[src/rtl/cnt_sched.sv]
// Round-robin scheduler sharing one WIDTH-bit up-counter among N requesters.
// Optional abort port enabled by defining CNT_SCHED_ABORT_EN.
module cnt_sched #(
  parameter  int N     = 4,
  parameter  int WIDTH = 2,
  localparam int IDW   = $clog2(N)
) (
  input  logic               clk,
  input  logic               rstb,
`ifdef CNT_SCHED_ABORT_EN
  input  logic               abort,
`endif
  input  logic [N-1:0]       req,
  input  logic [N*WIDTH-1:0] len,
  output logic [N-1:0]       gnt,
  output logic               busy,
  output logic [WIDTH-1:0]   out,
  output logic               done,
  output logic [IDW-1:0]     done_id
);

  localparam logic [1:0] IDLE = 2'd0;
  localparam logic [1:0] LOAD = 2'd1;
  localparam logic [1:0] RUN  = 2'd2;
  localparam logic [1:0] DONE = 2'd3;

  logic [1:0]       state;
  logic [IDW-1:0]   ptr, id, win;
  logic [WIDTH-1:0] tlen, cnt;
  logic             any, stop;

`ifdef CNT_SCHED_ABORT_EN
  assign stop = abort;
`else
  assign stop = 1'b0;
`endif

  // Scan from the farthest offset down so the nearest set bit after ptr wins;
  // IDW-bit addition wraps mod N because N is a power of two.
  always_comb begin
    win = '0;
    any = 1'b0;
    for (int i = N - 1; i >= 0; i--) begin
      if (req[ptr + IDW'(i)]) begin
        win = ptr + IDW'(i);
        any = 1'b1;
      end
    end
  end

  always_ff @(posedge clk) begin
    if (rstb) begin
      state <= IDLE;
      ptr   <= '0;
      id    <= '0;
      tlen  <= '0;
      cnt   <= '0;
    end else begin
      case (state)
        IDLE: if (any) begin
          state <= LOAD;
          id    <= win;
          tlen  <= len[int'(win)*WIDTH +: WIDTH];
          ptr   <= win + IDW'(1);
          cnt   <= '0;
        end
        LOAD: state <= stop ? DONE : RUN;
        // Counting stops at tlen, so cnt never wraps and holds through DONE.
        RUN: begin
          if (stop || cnt == tlen) state <= DONE;
          else                     cnt   <= cnt + WIDTH'(1);
        end
        DONE:    state <= IDLE;
        default: state <= IDLE;
      endcase
    end
  end

  assign busy    = (state == LOAD) || (state == RUN);
  assign gnt     = busy ? ({{(N-1){1'b0}}, 1'b1} << id) : '0;
  assign out     = cnt;
  assign done    = (state == DONE);
  assign done_id = done ? id : '0;

endmodule

[config.mk]
export PLATFORM = sky130hd
export DESIGN_NAME = cnt_sched
export DESIGN_NICKNAME = d
export VERILOG_FILES = /design/src/rtl/cnt_sched.sv
export SDC_FILE = /design/constraint.sdc
export NUM_CORES = 1
export LEC_CHECK = 0
export CAP_MARGIN = 25
export CORE_MARGIN = 2
export CORE_UTILIZATION = 47
export DETAILED_ROUTE_END_ITERATION = 8
export PLACE_DENSITY = 0.82
export SLEW_MARGIN = 0
export SYNTH_ARGS = -nofsm -noshare
export SYNTH_HDL_FRONTEND = slang
export SYNTH_SLANG_ARGS = --single-unit
[constraint.sdc]
create_clock -name clk -period 4.2 [get_ports clk]
set_input_delay 0.84 -clock clk [delete_from_list [all_inputs] [get_ports clk]]
set_output_delay 0.84 -clock clk [all_outputs]
set_load 0.01 [all_outputs]
==> results.sh, run 1 <==
export IMPL_wl_per_cell_um=12.3
export IMPL_worstPathRequired_ps=3360
export IMPL_hold_ws_ps=505
export IMPL_cts_htree_levels=1
export IMPL_cts_root_buf="clkbuf_4"
export IMPL_grt_use_total=0.182
export IMPL_nNetsFinal=128
export IMPL_drive_gt1_frac=0.0463
export IMPL_syn_avg_cell_area_um2=8.59
export IMPL_combPwrFrac=0.569
export IMPL_worstSetupPathType="reg2out"
export IMPL_critPathMaxFanout=6
export IMPL_p_sw_frac=0.412
export IMPL_clock_tree_buffer_depth=2
export IMPL_place_gp_congestion=0.798
export IMPL_skew_ps=1.78
export IMPL_initial_core_util=0.485
export IMPL_die_area_um2=1850
export IMPL_p_int_uw=310
export IMPL_numCtsBuffers=3
export IMPL_grt_overflow_total=0
export IMPL_antenna_found_initial=0
export IMPL_ys_seq_area_frac=0.281
export IMPL_fin_ws_ps=1510
export IMPL_num_rows=14
export IMPL_period_minus_slack_ps=2690
export IMPL_synth_seq_cells=10
export IMPL_drt_pass1_iterations=4
export IMPL_routed_wirelength_um=1520
export IMPL_finalInstanceArea_um2=982
export IMPL_post_route_period_util=0.641
export IMPL_place_area_um2=960
export IMPL_rr_startpoint="state[0]"
export IMPL_synth_cells=83
export IMPL_outcome="finished clean"
export IMPL_relSlewSlack=0.543
export IMPL_rrSetupSlack_ps=2620
export IMPL_area_growth_pct=37.7
export IMPL_via_per_inst=5.86
export IMPL_cp_startpoint="state[1]"
export IMPL_worstReg2RegEnd="out[1]"
export IMPL_grt_pass1_wl_um=2490
export IMPL_min_path_cells=2
export IMPL_fillers=128
export IMPL_syn_nets=101
export IMPL_hold_class="reg2reg"
export IMPL_holdCritStartpoint="id[0]"
export IMPL_die_x_um=43.0
export IMPL_ant_nets=0
export IMPL_vias=727
export IMPL_final_cell_mix="clkdlybuf4s50_1, dfxtp_1, a21oi_1"
export IMPL_powerDensity_nw_per_um2=536
export IMPL_coreArea_um2=1470
export IMPL_dpl_worst_slack_ps=1670
export IMPL_cts_repair_resized=0
export IMPL_ir_worst_vdd_v=0.000234
export IMPL_worst_slew_pin_slew_ps=678
export IMPL_maxCapViolCount=0
export IMPL_worstHoldEndpoint="id[0]"
export IMPL_drcViolationCount=0
export IMPL_clock_insertion_delay_worst_skew_ps=270
export IMPL_yosys_warnings=0
export IMPL_ioPinCount=24
export IMPL_p_leak_nw=0.387
export IMPL_syn_cell_area_um2=713
export IMPL_report_final_hold_viol_count=0
export IMPL_cts_setup_buffers=0
export IMPL_cts_sinks=10
export IMPL_rr_worst_depth=5
export IMPL_fmaxAchievable_mhz=372
export IMPL_tns_ps=0
export IMPL_startpoint_type="flop"
export IMPL_setup_violations=0
export IMPL_power_switching_uw=217
export IMPL_worstPathArrival_ps=1850
export IMPL_num_antenna_cells=0
export IMPL_hpwlAfterDp_um=1190
export IMPL_end_kind="output port"
export IMPL_p_clk_frac=0.123
export IMPL_rsz0062_at_grt="false"
export IMPL_fp_dieH_um=43.0
export IMPL_cts_hold_buf=0
export IMPL_mostFrequentLayoutCell="clkdlybuf4s50_1"
export IMPL_total_power_uw=527
export IMPL_grt_pass1_vias=594
export IMPL_cts_tree="done"
export IMPL_drv_slew=0
export IMPL_yosysUniqueCellTypes=35
export IMPL_grt_max_degree=14
export IMPL_seqPwrFrac=0.307
export IMPL_drt_iter0_markers=12
export IMPL_port_buffers=23
export IMPL_cts_clk_slew_worst_paths_ps=60
-- critical path: stages, from the launching register on --
cell	delay, ps
dfxtp_1	380
inv_1	80
ha_1	370
nor3b_1	200
clkdlybuf4s50_1	560
-- routing by layer --
| layer | wire length, µm | part of all wire | track usage | up-vias |
|---|---|---|---|---|
| met5 | 0 | 0 | 0 | - |
| met4 | 26 | 0.017 | 0.0727 | 0 |
| met3 | 107 | 0.070 | 0.0766 | 5 |
| met2 | 682 | 0.45 | 0.282 | 28 |
| li1 | - | - | - | 364 |
| met1 | 703 | 0.46 | 0.220 | 330 |
-- area by class of cell --
class | instances | area [µm²] | area share
multi-input combinational | 68 | 494 | 0.503
timing repair buffer | 23 | 230 | 0.234
sequential | 10 | 200 | 0.204
clock buffer | 3 | 22.5 | 0.0229
tap | 16 | 20.0 | 0.0204
inverter | 4 | 15.0 | 0.0153
-- power by group through the flow --
stage                     Sequential (mW)  Combinational (mW)  Clock (mW)
after global routing                0.166               0.330      0.0724
after detailed placement            0.164               0.298           0
after global placement              0.163               0.290           0
final                               0.162               0.300      0.0650
after CTS                           0.162               0.300      0.0685
after floorplan                     0.155               0.205           0
-- cells in the mapped netlist --
cell type | count | area [µm²]
mux2i_1 | 5 | 50.1
a211o_1 | 1 | 8.76
a21boi_1 | 1 | 7.51
a21o_1 | 1 | 7.51
and3b_1 | 1 | 8.76
or3b_1 | 1 | 8.76
a21oi_1 | 6 | 30.0
and2_1 | 4 | 25.0
nand3_1 | 4 | 20.0
o21bai_1 | 1 | 7.51
nand4_1 | 2 | 12.5
a311oi_1 | 1 | 8.76
nand2b_1 | 1 | 6.26
dfxtp_1 | 10 | 200
inv_1 | 4 | 15.0
nor2b_1 | 3 | 18.8
o21a_1 | 1 | 7.51
o31ai_1 | 1 | 7.51
or2_1 | 1 | 6.26
nor3b_1 | 2 | 15.0
nor4_1 | 1 | 6.26
o41ai_2 | 1 | 16.3
xor2_1 | 2 | 17.5
a221o_1 | 1 | 10.0
clkbuf_1 | 1 | 3.75
o221ai_1 | 2 | 17.5
o221ai_4 | 1 | 26.3
ha_1 | 4 | 50.1
nor3_1 | 3 | 15.0
a2111oi_0 | 1 | 8.76
o21ai_0 | 3 | 15.0
nand2_1 | 5 | 18.8
and3_1 | 1 | 6.26
nand3b_1 | 2 | 15.0
nor2_1 | 4 | 15.0
-- logic make-up (layout without fill, tap and decap cells) --
| logic type | after synthesis | count (layout) | share of synthesized area |
|---|---|---|---|
| DFF | 10 | 10 | 0.281 |
| muxes | 5 | 5 | 0.0702 |
| and+or+nand+nor | 35 | 35 | 0.277 |
| AOI/OAI and AO/OA | 22 | 22 | 0.251 |
| adders and majority gates | 4 | 4 | 0.0702 |
| xor gates and xnor gates | 2 | 2 | 0.0246 |
| buffers and inverters | 5 | 30 | 0.0263 |
-- metrics by stage --
| stage | util | cells |
|---|---|---|
| after global routing | 0.668 | 124 |
| final | 0.668 | 124 |
| after detailed placement | 0.652 | 121 |
| after CTS | 0.668 | 124 |
| after floorplan | - | 83 |
| after global placement | 0.652 | 121 |
-- worst max path at each step --
stage / end / depth (start not counted)
finish: gnt[0] / 4
global route: gnt[0] / 4
detailed placement: tlen[1] / 5
CTS: gnt[0] / 4
global placement: tlen[1] / 5
floorplan: gnt[0] / 3
-- sequential cells by signal, summed over array words and instances, names as in the netlist --
| name | cells |
|---|---|
| ptr | 2 |
| out | 2 |
| tlen | 2 |
| state | 2 |
| id | 2 |
Power figures use the tool's default switching activity.
==> run 2: changes to the inputs <==
- CORE_UTILIZATION: 47 -> 39
- PLACE_DENSITY: 0.82 -> 0.73
- clock period: 4.2 -> 2.2 ns (I/O delays scaled with it)
==> results.sh, run 2 (same netlist as run 1, synthesis figures left out) <==
export IMPL_num_rows=15
export IMPL_routed_wirelength_um=1650
export IMPL_drt_pass1_iterations=4
export IMPL_coreArea_um2=1730
export IMPL_min_path_cells=2
export IMPL_tns_ps=0
export IMPL_drt_iter0_markers=11
export IMPL_mostFrequentLayoutCell="clkdlybuf4s50_1"
export IMPL_area_growth_pct=45.3
export IMPL_ir_worst_vdd_v=0.000471
export IMPL_rsz0062_at_grt="false"
export IMPL_holdCritStartpoint="state[1]"
export IMPL_relSlewSlack=0.722
export IMPL_place_gp_congestion=0.805
export IMPL_setup_violations=0
export IMPL_fmaxAchievable_mhz=500
export IMPL_powerDensity_nw_per_um2=1020
export IMPL_drv_slew=0
export IMPL_port_buffers=23
export IMPL_numCtsBuffers=3
export IMPL_via_per_inst=5.35
export IMPL_critPathMaxFanout=6
export IMPL_drive_gt1_frac=0.0901
export IMPL_rr_worst_depth=5
export IMPL_p_leak_nw=0.461
export IMPL_wl_per_cell_um=12.1
export IMPL_post_route_period_util=0.909
export IMPL_final_cell_mix="clkdlybuf4s50_1, dfxtp_1, a21oi_1"
export IMPL_skew_ps=6.41
export IMPL_outcome="finished clean"
export IMPL_startpoint_type="flop"
export IMPL_num_antenna_cells=0
export IMPL_fin_ws_ps=199
export IMPL_antenna_found_initial=0
export IMPL_maxCapViolCount=0
export IMPL_cts_setup_buffers=0
export IMPL_grt_max_degree=14
export IMPL_drcViolationCount=0
export IMPL_report_final_hold_viol_count=0
export IMPL_cts_tree="done"
export IMPL_worstPathRequired_ps=1760
export IMPL_worst_slew_pin_slew_ps=416
export IMPL_fillers=167
export IMPL_total_power_mw=1.05
export IMPL_clock_tree_buffer_depth=2
export IMPL_grt_pass1_wl_um=2660
export IMPL_ioPinCount=24
export IMPL_nNetsFinal=131
export IMPL_fp_dieH_um=46.8
export IMPL_grt_pass1_vias=657
export IMPL_grt_overflow_total=0
export IMPL_cts_root_buf="clkbuf_4"
export IMPL_hpwlAfterDp_um=1270
export IMPL_vias=728
export IMPL_worstSetupPathType="reg2out"
export IMPL_die_x_um=46.8
export IMPL_cts_sinks=10
export IMPL_period_minus_slack_ps=2000
export IMPL_end_kind="output port"
export IMPL_ant_nets=0
export IMPL_rr_startpoint="state[0]"
export IMPL_grt_use_total=0.167
export IMPL_worstReg2RegEnd="out[1]"
export IMPL_worstPathArrival_ps=1560
export IMPL_cts_htree_levels=1
export IMPL_worstHoldEndpoint="state[1]"
export IMPL_die_area_um2=2190
export IMPL_cts_clk_slew_worst_paths_ps=60
export IMPL_initial_core_util=0.413
export IMPL_clock_insertion_delay_worst_skew_ps=270
export IMPL_hold_class="reg2reg"
export IMPL_rrSetupSlack_ps=660
export IMPL_dpl_worst_slack_ps=68.3
-- run 2: cell types whose count changed in the layout (fill, tap and decap cells not counted), sizes merged --
cell	previous run	this run
buf	0	3
dlymetal6s2s	0	3
clkdlybuf4s50	23	19
dlygate4sd2	0	1
-- run 2: worst max-delay path, stage by stage (launching register included) --
cell	delay (ps)
dfxtp_1	360
inv_1	110
ha_4	300
clkdlybuf4s50_1	530
-- run 2: through the flow --
stage / util / hold WS [ps] / std cells / instance area, µm²
floorplan: - / 475 / 83 / 713
global placement: 0.575 / 496 / 133 / 993
detailed placement: 0.575 / 514 / 133 / 993
CTS: 0.595 / 524 / 136 / 1030
global route: 0.600 / 534 / 136 / 1040
finish: 0.600 / 510 / 136 / 1040
-- run 2: where the power goes --
group | leakage [nW] | switching, mW | internal [mW]
clock | 0.0138 | 0.0637 | 0.0632
combinational | 0.365 | 0.298 | 0.316
sequential | 0.0827 | 0.0670 | 0.246
total | 0.461 | 0.428 | 0.625
-- run 2: routing by layer --
layer	global-route usage	vias to the layer above	wire length, µm
met2	0.268	26	763
met3	0.0231	4	89
met5	0	-	0
li1	-	369	-
met1	0.219	329	771
met4	0.0833	0	25
-- run 2: cell type report --
class | instances | area [µm²] | share of cell area
multi-input combinational | 68 | 507 | 0.489
timing repair buffer | 26 | 259 | 0.250
sequential | 10 | 201 | 0.194
tap | 25 | 31.3 | 0.0302
clock buffer | 3 | 22.5 | 0.0217
inverter | 4 | 15.0 | 0.0145
-- run 2: repair_timing --
item,CTS,global route
gates resized for setup,2,4
hold buffers,0,0
setup endpoints to repair,4,3
-- run 2: how the worst max path moves through the flow --
| stage | depth (start not counted) | slack [ps] | endpoint | from |
|---|---|---|---|---|
| after floorplan | 3 | 640 | gnt[0] | state[0] |
| after global placement | 5 | 130 | tlen[0] | req[2] |
| after detailed placement | 5 | 70 | tlen[0] | req[2] |
| after CTS | 4 | 40 | gnt[2] | state[1] |
| after global routing | 3 | 120 | busy | state[0] |
| final | 3 | 200 | busy | state[0] |
==> run 3: changes to the inputs <==
- HOLD_SLACK_MARGIN: not set -> 0.15
==> results of run 3 <==
No change in the layout: final DEF, timing and power equal those of run 2.
